**src/rtl/kim_fifo_pkg.sv**
```systemverilog
// ---------------------------------------------------------------------------
// kim_fifo_pkg
// Shared encodings for the FIFO control stage and the skid buffer that sits
// behind it. State codes double as occupancy so level decode is trivial.
//   state_e      : S_EMPTY / S_BUSY / S_FULL (2'b11 unused, treated as empty)
//   LVL_*        : occupancy encodings presented on level outputs
//   state_level(): maps a state code to its occupancy
// ---------------------------------------------------------------------------
package kim_fifo_pkg;

    typedef enum logic [1:0] {
        S_EMPTY = 2'b00,
        S_BUSY  = 2'b01,
        S_FULL  = 2'b10
    } state_e;

    localparam logic [1:0] LVL_EMPTY = 2'd0;
    localparam logic [1:0] LVL_ONE   = 2'd1;
    localparam logic [1:0] LVL_TWO   = 2'd2;

    function automatic logic [1:0] state_level(input state_e s);
        case (s)
            S_BUSY:  return LVL_ONE;
            S_FULL:  return LVL_TWO;
            default: return LVL_EMPTY;
        endcase
    endfunction

endpackage

```
**src/rtl/kim_sat_counter.sv**
```systemverilog
// ---------------------------------------------------------------------------
// kim_sat_counter
// Up-counter that sticks at all-ones instead of wrapping.
//   clk   : rising-edge clock
//   rst_n : asynchronous active-low reset, clears the count
//   inc   : increment this cycle
//   clr   : synchronous clear (has priority over inc)
//   count : current count
// ---------------------------------------------------------------------------
module kim_sat_counter #(
    parameter int unsigned WIDTH = 16
) (
    input  logic             clk,
    input  logic             rst_n,
    input  logic             inc,
    input  logic             clr,
    output logic [WIDTH-1:0] count
);

    logic [WIDTH-1:0] count_q;
    logic [WIDTH-1:0] count_d;

    always_comb begin
        count_d = count_q;
        if (clr)
            count_d = '0;
        else if (inc && (count_q != {WIDTH{1'b1}}))
            count_d = count_q + 1'b1;
    end

    always_ff @(posedge clk or negedge rst_n) begin
        if (!rst_n)
            count_q <= '0;
        else
            count_q <= count_d;
    end

    assign count = count_q;

endmodule

```
**src/rtl/kim_skid_buffer.sv**
```systemverilog
// ---------------------------------------------------------------------------
// kim_skid_buffer
// Two-entry register slice behind the FIFO control stage. All outputs
// (s_ready, m_valid, m_data) come straight from flops, cutting the ready
// path and the FIFO empty-bypass data path while still sustaining one
// transfer per cycle.
//   clk       : rising-edge clock
//   rst       : asynchronous active-low reset
//   s_valid   : upstream valid          s_ready : registered accept
//   s_data    : upstream payload
//   m_valid   : registered out valid    m_ready : downstream accept
//   m_data    : registered payload
//   level     : occupancy 0..2
//   stall_cnt : saturating count of m_valid && !m_ready cycles, present
//               only when KIM_SKID_STALL_CNT_EN is defined
// ---------------------------------------------------------------------------
module kim_skid_buffer
    import kim_fifo_pkg::*;
#(
    parameter int unsigned DATA_LENGTH = 32,
    parameter int unsigned CNT_WIDTH   = 16
) (
    input  logic                   clk,
    input  logic                   rst,
    input  logic                   s_valid,
    output logic                   s_ready,
    input  logic [DATA_LENGTH-1:0] s_data,
    output logic                   m_valid,
    input  logic                   m_ready,
    output logic [DATA_LENGTH-1:0] m_data,
    output logic [1:0]             level
`ifdef KIM_SKID_STALL_CNT_EN
    ,
    output logic [CNT_WIDTH-1:0]   stall_cnt
`endif
);

    state_e                 state_q, state_d;
    logic [DATA_LENGTH-1:0] out_q, out_d;
    logic [DATA_LENGTH-1:0] skid_q, skid_d;
    logic                   m_valid_q, m_valid_d;
    logic                   s_ready_q, s_ready_d;
    logic                   in_hs, out_hs;

    assign in_hs  = s_valid && s_ready_q;
    assign out_hs = m_valid_q && m_ready;

    always_comb begin
        state_d = state_q;
        out_d   = out_q;
        skid_d  = skid_q;
        case (state_q)
            S_EMPTY: begin
                if (in_hs) begin
                    out_d   = s_data;
                    state_d = S_BUSY;
                end
            end
            S_BUSY: begin
                if (in_hs && out_hs) begin
                    out_d = s_data;
                end else if (in_hs) begin
                    // Downstream stalled: park the new word behind out_q.
                    skid_d  = s_data;
                    state_d = S_FULL;
                end else if (out_hs) begin
                    state_d = S_EMPTY;
                end
            end
            S_FULL: begin
                // s_ready is low here, so only the drain side can move.
                if (out_hs) begin
                    out_d   = skid_q;
                    state_d = S_BUSY;
                end
            end
            default: state_d = S_EMPTY;
        endcase
    end

    // Handshake flags are decoded from the next state so they change on the
    // same edge as the data they qualify.
    assign m_valid_d = (state_d == S_BUSY) || (state_d == S_FULL);
    assign s_ready_d = (state_d != S_FULL);

    always_ff @(posedge clk or negedge rst) begin
        if (!rst) begin
            state_q   <= S_EMPTY;
            out_q     <= '0;
            skid_q    <= '0;
            m_valid_q <= 1'b0;
            s_ready_q <= 1'b0;
        end else begin
            state_q   <= state_d;
            out_q     <= out_d;
            skid_q    <= skid_d;
            m_valid_q <= m_valid_d;
            s_ready_q <= s_ready_d;
        end
    end

    assign s_ready = s_ready_q;
    assign m_valid = m_valid_q;
    assign m_data  = out_q;
    assign level   = state_level(state_q);

`ifdef KIM_SKID_STALL_CNT_EN
    kim_sat_counter #(
        .WIDTH (CNT_WIDTH)
    ) u_stall_cnt (
        .clk   (clk),
        .rst_n (rst),
        .inc   (m_valid_q && !m_ready),
        .clr   (1'b0),
        .count (stall_cnt)
    );
`else
    logic [CNT_WIDTH-1:0] unused_stall_cnt;
    assign unused_stall_cnt = '0;
`endif

endmodule
```
**config.mk**
```make
export PLATFORM = sky130hd
export DESIGN_NAME = kim_skid_buffer
export DESIGN_NICKNAME = d
export VERILOG_FILES = /design/src/rtl/kim_fifo_pkg.sv /design/src/rtl/kim_sat_counter.sv /design/src/rtl/kim_skid_buffer.sv
export SDC_FILE = /design/constraint.sdc
export NUM_CORES = 1
export LEC_CHECK = 0
export CAP_MARGIN = 20
export CORE_ASPECT_RATIO = 1.4
export CORE_MARGIN = 4
export CORE_UTILIZATION = 54
export DETAILED_ROUTE_END_ITERATION = 12
export PLACE_DENSITY = 0.85
export SLEW_MARGIN = 40
export SYNTH_ARGS = -nofsm -noshare
export SYNTH_HDL_FRONTEND = slang
export SYNTH_SLANG_ARGS = --single-unit
export TNS_END_PERCENT = 30
```
**constraint.sdc**
```tcl
create_clock -name clk -period 2.72 [get_ports clk]
set_input_delay 0.68 -clock clk [delete_from_list [all_inputs] [get_ports clk]]
set_output_delay 0.68 -clock clk [all_outputs]
set_load 0.01 [all_outputs]
```
==> results of run 1 <==
[final cells by class]
type,count,area (sq um),share of cell area [%]
sequential,68,1700,41.1
clock buffer,12,155,3.75
inverter,4,17.5,0.423
timing repair buffer,75,773,18.7
tap,70,87.6,2.11
clock inverter,4,47.5,1.15
multi-input combinational,113,1360,32.8
[routing by layer]
metal	vias up	share of wire, %
met4	0	1.5
met1	946	44
met2	50	49
li1	857	-
met3	6	5.7
met5	-	0
[placed cells by master (no fill, tap or decap), types with 2 or more instances in the layout]
cell	synthesis	final
nand4b_1	2	2
mux2_4	30	30
mux2_2	61	61
clkdlybuf4s50_1	0	70
inv_1	3	3
clkinv_2	0	2
mux2_1	5	5
buf_12	3	3
dfrtp_1	68	68
clkbuf_8	0	11
[registers in the layout, indices dropped and copies added, names as in the netlist]
signal,cells
m_data,32
state_q,2
m_valid,1
s_ready,1
skid_q,32
[worst max-delay path by stage]
stage	start	end	slack, ns
floorplan	s_valid	m_data[0]$_DFFE_PN0P_	1.01
global placement	m_ready	m_data[29]$_DFFE_PN0P_	0.34
detailed placement	m_ready	m_data[29]$_DFFE_PN0P_	0.29
CTS	state_q[1]$_DFF_PN0_	level[1]	0.38
global route	state_q[1]$_DFF_PN0_	level[1]	0.33
finish	state_q[1]$_DFF_PN0_	level[1]	0.42
[metrics by stage]
stage | instances | power, mW | setup slack (ns) | hold WS (ns)
finish | 346 | 4.96 | 0.416 | 0.373
global route | 346 | 5.23 | 0.329 | 0.422
CTS | 346 | 5.02 | 0.385 | 0.381
detailed placement | 330 | 4.16 | 0.294 | 0.473
global placement | 330 | 4.09 | 0.338 | 0.462
floorplan | 195 | 3.40 | 1.01 | 0.384
[power groups by stage]
stage	combinational (mW)	sequential (mW)	clock [mW]
2_1_floorplan	1.49	1.91	0
3_3_place_gp	2.24	1.85	0
3_5_place_dp	2.29	1.87	0
4_1_cts	2.30	1.86	0.856
5_1_grt	2.41	1.92	0.895
6_report	2.27	1.85	0.836
[cells by family (layout without fill, tap and decap cells)]
kind of cell / after synthesis / after routing / share of synthesized area [%]
DFF: 68 / 68 / 52.9
and+or+nand+nor: 8 / 8 / 2.29
muxes: 96 / 96 / 37.1
adders and majority gates: 1 / 1 / 0.389
buffers and inverters: 14 / 95 / 4.86
AOI/OAI and AO/OA: 8 / 8 / 2.45
==> run_summary.xml, run 1 <==
<?xml version="1.0" encoding="UTF-8"?>
<metrics>
  <group name="worst_setup_path">
    <metric name="reg2reg_to" unit="">m_data[9]$_DFFE_PN0P_</metric>
    <metric name="crit_fanout" unit="">9</metric>
    <metric name="worst-r2r-setup-slack" unit="ns">0.81</metric>
    <metric name="cp_cell_sequence" unit="">nand2b_4 -&gt; inv_4 -&gt; clkdlybuf4s50_1</metric>
    <metric name="worst_path_largest_cell_delay" unit="ns">0.56</metric>
    <metric name="critical_path_depth" unit="">3</metric>
    <metric name="end_kind" unit="">output pin</metric>
    <metric name="cp.required" unit="ns">2.04</metric>
    <metric name="rr_startpoint" unit="">state_q[1]$_DFF_PN0_</metric>
    <metric name="crit_arrival" unit="ns">1.62</metric>
    <metric name="worstSetupPathType" unit="">register to output pin</metric>
    <metric name="cpMaxStageDelayCell" unit="">dfrtp_1</metric>
    <metric name="critical_path.startpoint_type" unit="">register</metric>
    <metric name="worst_path_dominant_cell_family" unit="">buffers and inverters</metric>
    <metric name="cp.buffers_inverters" unit="">2</metric>
    <metric name="ff2ff_path_depth" unit="">5</metric>
  </group>
  <group name="power">
    <metric name="internal_power" unit="mW">3.50</metric>
    <metric name="power.density" unit="nW/um^2">1200</metric>
    <metric name="p_clk_share" unit="%">16.9</metric>
    <metric name="netSwitchingFraction" unit="%">29.4</metric>
    <metric name="power_leakage" unit="nW">1.76</metric>
    <metric name="power.sequential.fraction" unit="%">37.4</metric>
    <metric name="power.share.combinational" unit="%">45.7</metric>
    <metric name="power.switching" unit="mW">1.45</metric>
    <metric name="irDropWorstVdd" unit="V">0.000735</metric>
  </group>
  <group name="timing">
    <metric name="fin_worst_skew" unit="ns">0.00741</metric>
    <metric name="tns" unit="ns">0</metric>
    <metric name="finalSetupViolCount" unit="">0</metric>
    <metric name="worst-slew-pin-transition" unit="ns">0.667</metric>
    <metric name="timing_max_transition_violations_final" unit="">0</metric>
    <metric name="finalCritPeriodShare" unit="%">84.7</metric>
    <metric name="maxSlewHeadroom" unit="%">55.5</metric>
    <metric name="fmax" unit="MHz">434</metric>
    <metric name="rsz0062_at_grt" unit="">no</metric>
    <metric name="final-hold-violation-count" unit="">0</metric>
    <metric name="final.min_clock_period" unit="ns">2.30</metric>
  </group>
  <group name="grt">
    <metric name="globalRoute.busiestLayer" unit="">met2</metric>
    <metric name="grt_use_met3" unit="%">4.95</metric>
    <metric name="grt_first_pass_wirelength" unit="um">9450</metric>
    <metric name="gr-total-overflow" unit="">0</metric>
    <metric name="first_global_vias" unit="">1972</metric>
    <metric name="globalRouteMet1Util" unit="%">21.0</metric>
    <metric name="grt_util_all_layers" unit="%">17.0</metric>
    <metric name="grt_max_degree" unit="">40</metric>
    <metric name="number_of_antenna_violations_at_the_first_check_in_global_routing" unit="">0</metric>
    <metric name="groute.layer.met2.usage" unit="%">27.1</metric>
  </group>
  <group name="floorplan">
    <metric name="design.core.area" unit="sq um">5820</metric>
    <metric name="chipHeight" unit="um">99.3</metric>
    <metric name="design.die.area" unit="sq um">7270</metric>
    <metric name="start_util" unit="%">55.3</metric>
    <metric name="rows" unit="">33</metric>
    <metric name="ios" unit="">72</metric>
    <metric name="horizontal_extent_of_the_die" unit="um">73.2</metric>
  </group>
  <group name="cts">
    <metric name="worst_skew_pair.late_latency" unit="ns">0.34</metric>
    <metric name="ctsResizeCount" unit="">0</metric>
    <metric name="cts_made_buffers" unit="">9</metric>
    <metric name="clk_pin_slew" unit="ns">0.07</metric>
    <metric name="hold_buffers" unit="">0</metric>
    <metric name="tritoncts_clock_tree" unit="">done</metric>
    <metric name="cts_buffer_depth" unit="">2</metric>
    <metric name="postCtsSetupRepairBufs" unit="">0</metric>
    <metric name="cts.root.buffer_cell" unit="">clkbuf_8</metric>
    <metric name="number_of_sinks_driven_by_the_clock_tree" unit="">68</metric>
    <metric name="h-tree-depth" unit="">3</metric>
  </group>
  <group name="yosys">
    <metric name="top_cells_by_area_synth" unit="">dfrtp_1 (53%), mux2_2 (21%), mux2_4 (14%)</metric>
    <metric name="synth.ff_latch_count" unit="">68</metric>
    <metric name="fraction_of_registers_with_async_set_reset" unit="%">100</metric>
    <metric name="mappedNetlistNets" unit="">232</metric>
    <metric name="syn-mean-instance-area" unit="sq um">16.5</metric>
    <metric name="synth-edff-count" unit="">0</metric>
    <metric name="synth_cell_type_count" unit="">24</metric>
    <metric name="synthMostInstantiatedCell" unit="">dfrtp_1</metric>
    <metric name="synth_ff_type" unit="">dfrtp_1</metric>
    <metric name="synth.top_cells.by_count" unit="">dfrtp_1 (68), mux2_2 (61), mux2_4 (30)</metric>
    <metric name="yosys_top_cell_area_share" unit="%">52.9</metric>
    <metric name="synthCells" unit="">195</metric>
    <metric name="synth.cell_area" unit="sq um">3220</metric>
    <metric name="yosysWarningCount" unit="">0</metric>
    <metric name="synth-seq-area-share" unit="%">52.9</metric>
    <metric name="yosysTopAreaCell" unit="">dfrtp_1</metric>
  </group>
  <group name="drt">
    <metric name="drt-wirelength-per-cell" unit="um">16.7</metric>
    <metric name="post-route-drc-count" unit="">0</metric>
    <metric name="drt_first_iter_violations" unit="">79</metric>
    <metric name="vias_per_cell" unit="">5.37</metric>
    <metric name="first_pass_iters" unit="">3</metric>
    <metric name="vias" unit="">1859</metric>
    <metric name="finalWirelength" unit="um">5780</metric>
    <metric name="ant_nets" unit="">0</metric>
  </group>
  <group name="flow_run">
    <metric name="maxCapViolCount" unit="">0</metric>
  </group>
  <group name="outcome">
    <metric name="outcome" unit="">finished clean</metric>
  </group>
  <group name="worst_hold_path">
    <metric name="hp-class" unit="">input pin to asynchronous set/reset pin</metric>
  </group>
  <group name="placed_design">
    <metric name="dpl.hpwl" unit="um">3810</metric>
    <metric name="post_dp_cell_area" unit="sq um">3940</metric>
    <metric name="port_buffers" unit="">71</metric>
    <metric name="final_weighted_congestion_in_routability_driven_placement" unit="">0.717</metric>
  </group>
  <group name="final_layout">
    <metric name="area_growth" unit="%">28.7</metric>
    <metric name="insertedDiodeCount" unit="">0</metric>
    <metric name="final_design_area_no_fill" unit="sq um">4140</metric>
    <metric name="post_route_cells_drive_above_1_share" unit="%">42.0</metric>
    <metric name="finish.utilization" unit="%">71.1</metric>
    <metric name="number_of_fill_cells_in_the_layout" unit="">402</metric>
    <metric name="nets" unit="">308</metric>
  </group>
</metrics>
Note: power is estimated with default switching activity, not from simulation.
==> run 2, diff against run 1 <==
--- a/config.mk
+++ b/config.mk
@@ -8,9 +8,9 @@
 export CAP_MARGIN = 20
 export CORE_ASPECT_RATIO = 1.4
 export CORE_MARGIN = 4
-export CORE_UTILIZATION = 54
+export CORE_UTILIZATION = 45
 export DETAILED_ROUTE_END_ITERATION = 12
-export PLACE_DENSITY = 0.85
+export PLACE_DENSITY = 0.75
 export SLEW_MARGIN = 40
 export SYNTH_ARGS = -nofsm -noshare
 export SYNTH_HDL_FRONTEND = slang
==> constraint.sdc (replaced) <==
create_clock -name clk -period 1.9 [get_ports clk]
set_input_delay 0.475 -clock clk [delete_from_list [all_inputs] [get_ports clk]]
set_output_delay 0.475 -clock clk [all_outputs]
set_load 0.01 [all_outputs]
==> run 2 against run 1 <==
Final cell count is 9.5% higher; register-to-register slack lost 0.62 ns; combinational power up 48%; sequential cell count stayed put; sequential share of layout area fell by 0.99 points; worst setup slack worse by 0.33 ns; first-iteration DRC count down 13%; core utilization down 10 points; sequential power rose by 42%; largest cell class unchanged; highest routed layer unchanged.
==> run_summary.xml, run 2 (synthesis results as in run 1) <==
<?xml version="1.0" encoding="UTF-8"?>
<metrics>
  <group name="timing">
    <metric name="finalSetupViolCount" unit="">0</metric>
    <metric name="worst-slew-pin-transition" unit="ns">0.359</metric>
    <metric name="rsz0062_at_grt" unit="">no</metric>
    <metric name="finalCritPeriodShare" unit="%">95.7</metric>
    <metric name="tns" unit="ns">0</metric>
    <metric name="maxSlewHeadroom" unit="%">76.1</metric>
    <metric name="fin_hold_ws" unit="ns">0.135</metric>
    <metric name="fin_worst_skew" unit="ns">0.00645</metric>
    <metric name="fmax" unit="MHz">550</metric>
    <metric name="final-hold-violation-count" unit="">0</metric>
    <metric name="final_critical_path_setup_slack" unit="ns">0.0821</metric>
    <metric name="timing_max_transition_violations_final" unit="">0</metric>
    <metric name="final.min_clock_period" unit="ns">1.82</metric>
  </group>
  <group name="flow_run">
    <metric name="maxCapViolCount" unit="">0</metric>
  </group>
  <group name="final_layout">
    <metric name="insertedDiodeCount" unit="">0</metric>
    <metric name="nets" unit="">316</metric>
    <metric name="number_of_fill_cells_in_the_layout" unit="">554</metric>
    <metric name="stdcell_count" unit="">379</metric>
    <metric name="area_growth" unit="%">32.2</metric>
    <metric name="final_cell_mix" unit="">clkdlybuf4s50_1 (68), dfrtp_1 (65), mux2_2 (61)</metric>
    <metric name="layout.cells.most_common" unit="">clkdlybuf4s50_1</metric>
    <metric name="final_design_area_no_fill" unit="sq um">4250</metric>
    <metric name="finish.utilization" unit="%">60.9</metric>
    <metric name="post_route_cells_drive_above_1_share" unit="%">43.7</metric>
  </group>
  <group name="cts">
    <metric name="h-tree-depth" unit="">3</metric>
    <metric name="cts_buffer_depth" unit="">2</metric>
    <metric name="worst_skew_pair.late_latency" unit="ns">0.34</metric>
    <metric name="clk_pin_slew" unit="ns">0.07</metric>
    <metric name="cts.root.buffer_cell" unit="">clkbuf_8</metric>
    <metric name="cts_made_buffers" unit="">9</metric>
    <metric name="number_of_sinks_driven_by_the_clock_tree" unit="">68</metric>
    <metric name="tritoncts_clock_tree" unit="">done</metric>
  </group>
  <group name="grt">
    <metric name="number_of_antenna_violations_at_the_first_check_in_global_routing" unit="">0</metric>
    <metric name="grt_first_pass_wirelength" unit="um">9780</metric>
    <metric name="grt_util_all_layers" unit="%">15.2</metric>
    <metric name="grt_max_degree" unit="">69</metric>
    <metric name="gr-total-overflow" unit="">0</metric>
    <metric name="first_global_vias" unit="">1988</metric>
  </group>
  <group name="power">
    <metric name="power" unit="mW">7.19</metric>
    <metric name="power.density" unit="nW/um^2">1690</metric>
    <metric name="irDropWorstVdd" unit="V">0.000792</metric>
    <metric name="power_leakage" unit="nW">1.80</metric>
  </group>
  <group name="outcome">
    <metric name="outcome" unit="">finished clean</metric>
  </group>
  <group name="placed_design">
    <metric name="final_weighted_congestion_in_routability_driven_placement" unit="">0.784</metric>
    <metric name="dpl.hpwl" unit="um">4060</metric>
    <metric name="dp_worst_setup_slack" unit="ns">-0.206</metric>
    <metric name="post_dp_cell_area" unit="sq um">4040</metric>
    <metric name="port_buffers" unit="">71</metric>
    <metric name="placed_cells" unit="">361</metric>
  </group>
  <group name="drt">
    <metric name="vias_per_cell" unit="">5.01</metric>
    <metric name="vias" unit="">1900</metric>
    <metric name="drt_first_iter_violations" unit="">69</metric>
    <metric name="post-route-drc-count" unit="">0</metric>
    <metric name="first_pass_iters" unit="">4</metric>
    <metric name="finalWirelength" unit="um">5970</metric>
    <metric name="drt-wirelength-per-cell" unit="um">15.8</metric>
    <metric name="ant_nets" unit="">0</metric>
  </group>
  <group name="worst_setup_path">
    <metric name="worst_path_largest_cell_delay" unit="ns">0.56</metric>
    <metric name="cp_cell_sequence" unit="">clkdlybuf4s50_1</metric>
    <metric name="worstSetupPathType" unit="">register to output pin</metric>
    <metric name="crit_fanout" unit="">6</metric>
    <metric name="worst_path_dominant_cell_family" unit="">buffers and inverters</metric>
    <metric name="cp.buffers_inverters" unit="">1</metric>
    <metric name="end_kind" unit="">output pin</metric>
    <metric name="cp.required" unit="ns">1.42</metric>
    <metric name="critical_path.startpoint_type" unit="">register</metric>
    <metric name="crit_arrival" unit="ns">1.34</metric>
    <metric name="cpMaxStageDelayCell" unit="">clkdlybuf4s50_1</metric>
  </group>
  <group name="floorplan">
    <metric name="ios" unit="">72</metric>
    <metric name="chipHeight" unit="um">108</metric>
    <metric name="horizontal_extent_of_the_die" unit="um">79.5</metric>
    <metric name="design.core.area" unit="sq um">6980</metric>
    <metric name="start_util" unit="%">46.1</metric>
    <metric name="design.die.area" unit="sq um">8580</metric>
    <metric name="rows" unit="">36</metric>
  </group>
  <group name="worst_hold_path">
    <metric name="hp-class" unit="">input pin to asynchronous set/reset pin</metric>
  </group>
</metrics>
## run 2: cell types whose count changed in the layout (fill, tap and decap cells not counted)
| cell | previous run | this run |
|---|---|---|
| buf_12 | 3 | 5 |
| buf_4 | 1 | 7 |
| dlygate4sd2_1 | 0 | 2 |
| clkinv_2 | 2 | 0 |
| dfrtp_1 | 68 | 65 |
| clkdlybuf4s50_1 | 70 | 68 |
| clkinvlp_4 | 1 | 0 |
| dfrtp_2 | 0 | 3 |
| clkbuf_1 | 1 | 4 |
## run 2: power by group
group          total, mW  internal, mW  switching, mW  leakage [nW]
sequential          2.63          2.21          0.416         0.799
combinational       3.37          2.22           1.15         0.908
clock               1.19         0.681          0.511        0.0979
total               7.19          5.12           2.07          1.80
## run 2: cell type report
class	count	area, sq um	share of cell area (%)
inverter	4	17.5	0.412
sequential	68	1710	40.1
multi-input combinational	113	1360	32.0
tap	95	119	2.79
clock buffer	15	166	3.91
timing repair buffer	83	856	20.1
clock inverter	1	30.0	0.706
## run 2: routing by layer
layer,up-vias,track usage [%],share of wire [%]
met5,-,0,0
met1,965,18.4,43
met3,10,4.83,4.8
met4,0,8.72,2.3
met2,48,23.7,50
li1,877,-,-
## run 2: worst paths after layout
| check | cells past startpoint | start | to | slack, ns |
|---|---|---|---|---|
| max | 1 | m_valid$_DFF_PN0_ | m_valid | 0.08 |
| min | 2 | rst | skid_q[18]$_DFFE_PN0P_ | 0.13 |
| max reg2reg | 5 | state_q[1]$_DFF_PN0_ | skid_q[24]$_DFFE_PN0P_ | 0.19 |
| min reg2reg | 1 | skid_q[30]$_DFFE_PN0P_ | skid_q[30]$_DFFE_PN0P_ | 0.49 |
| max in group asynchronous | 2 | rst | state_q[1]$_DFF_PN0_ | 1.45 |
| min in group clk | 1 | skid_q[30]$_DFFE_PN0P_ | skid_q[30]$_DFFE_PN0P_ | 0.49 |
## run 2: timing repair
action,4_1_cts,5_1_grt
hold buffers,0,0
resized for setup,4,1
setup endpoints to repair,3,1
setup buffers,2,0
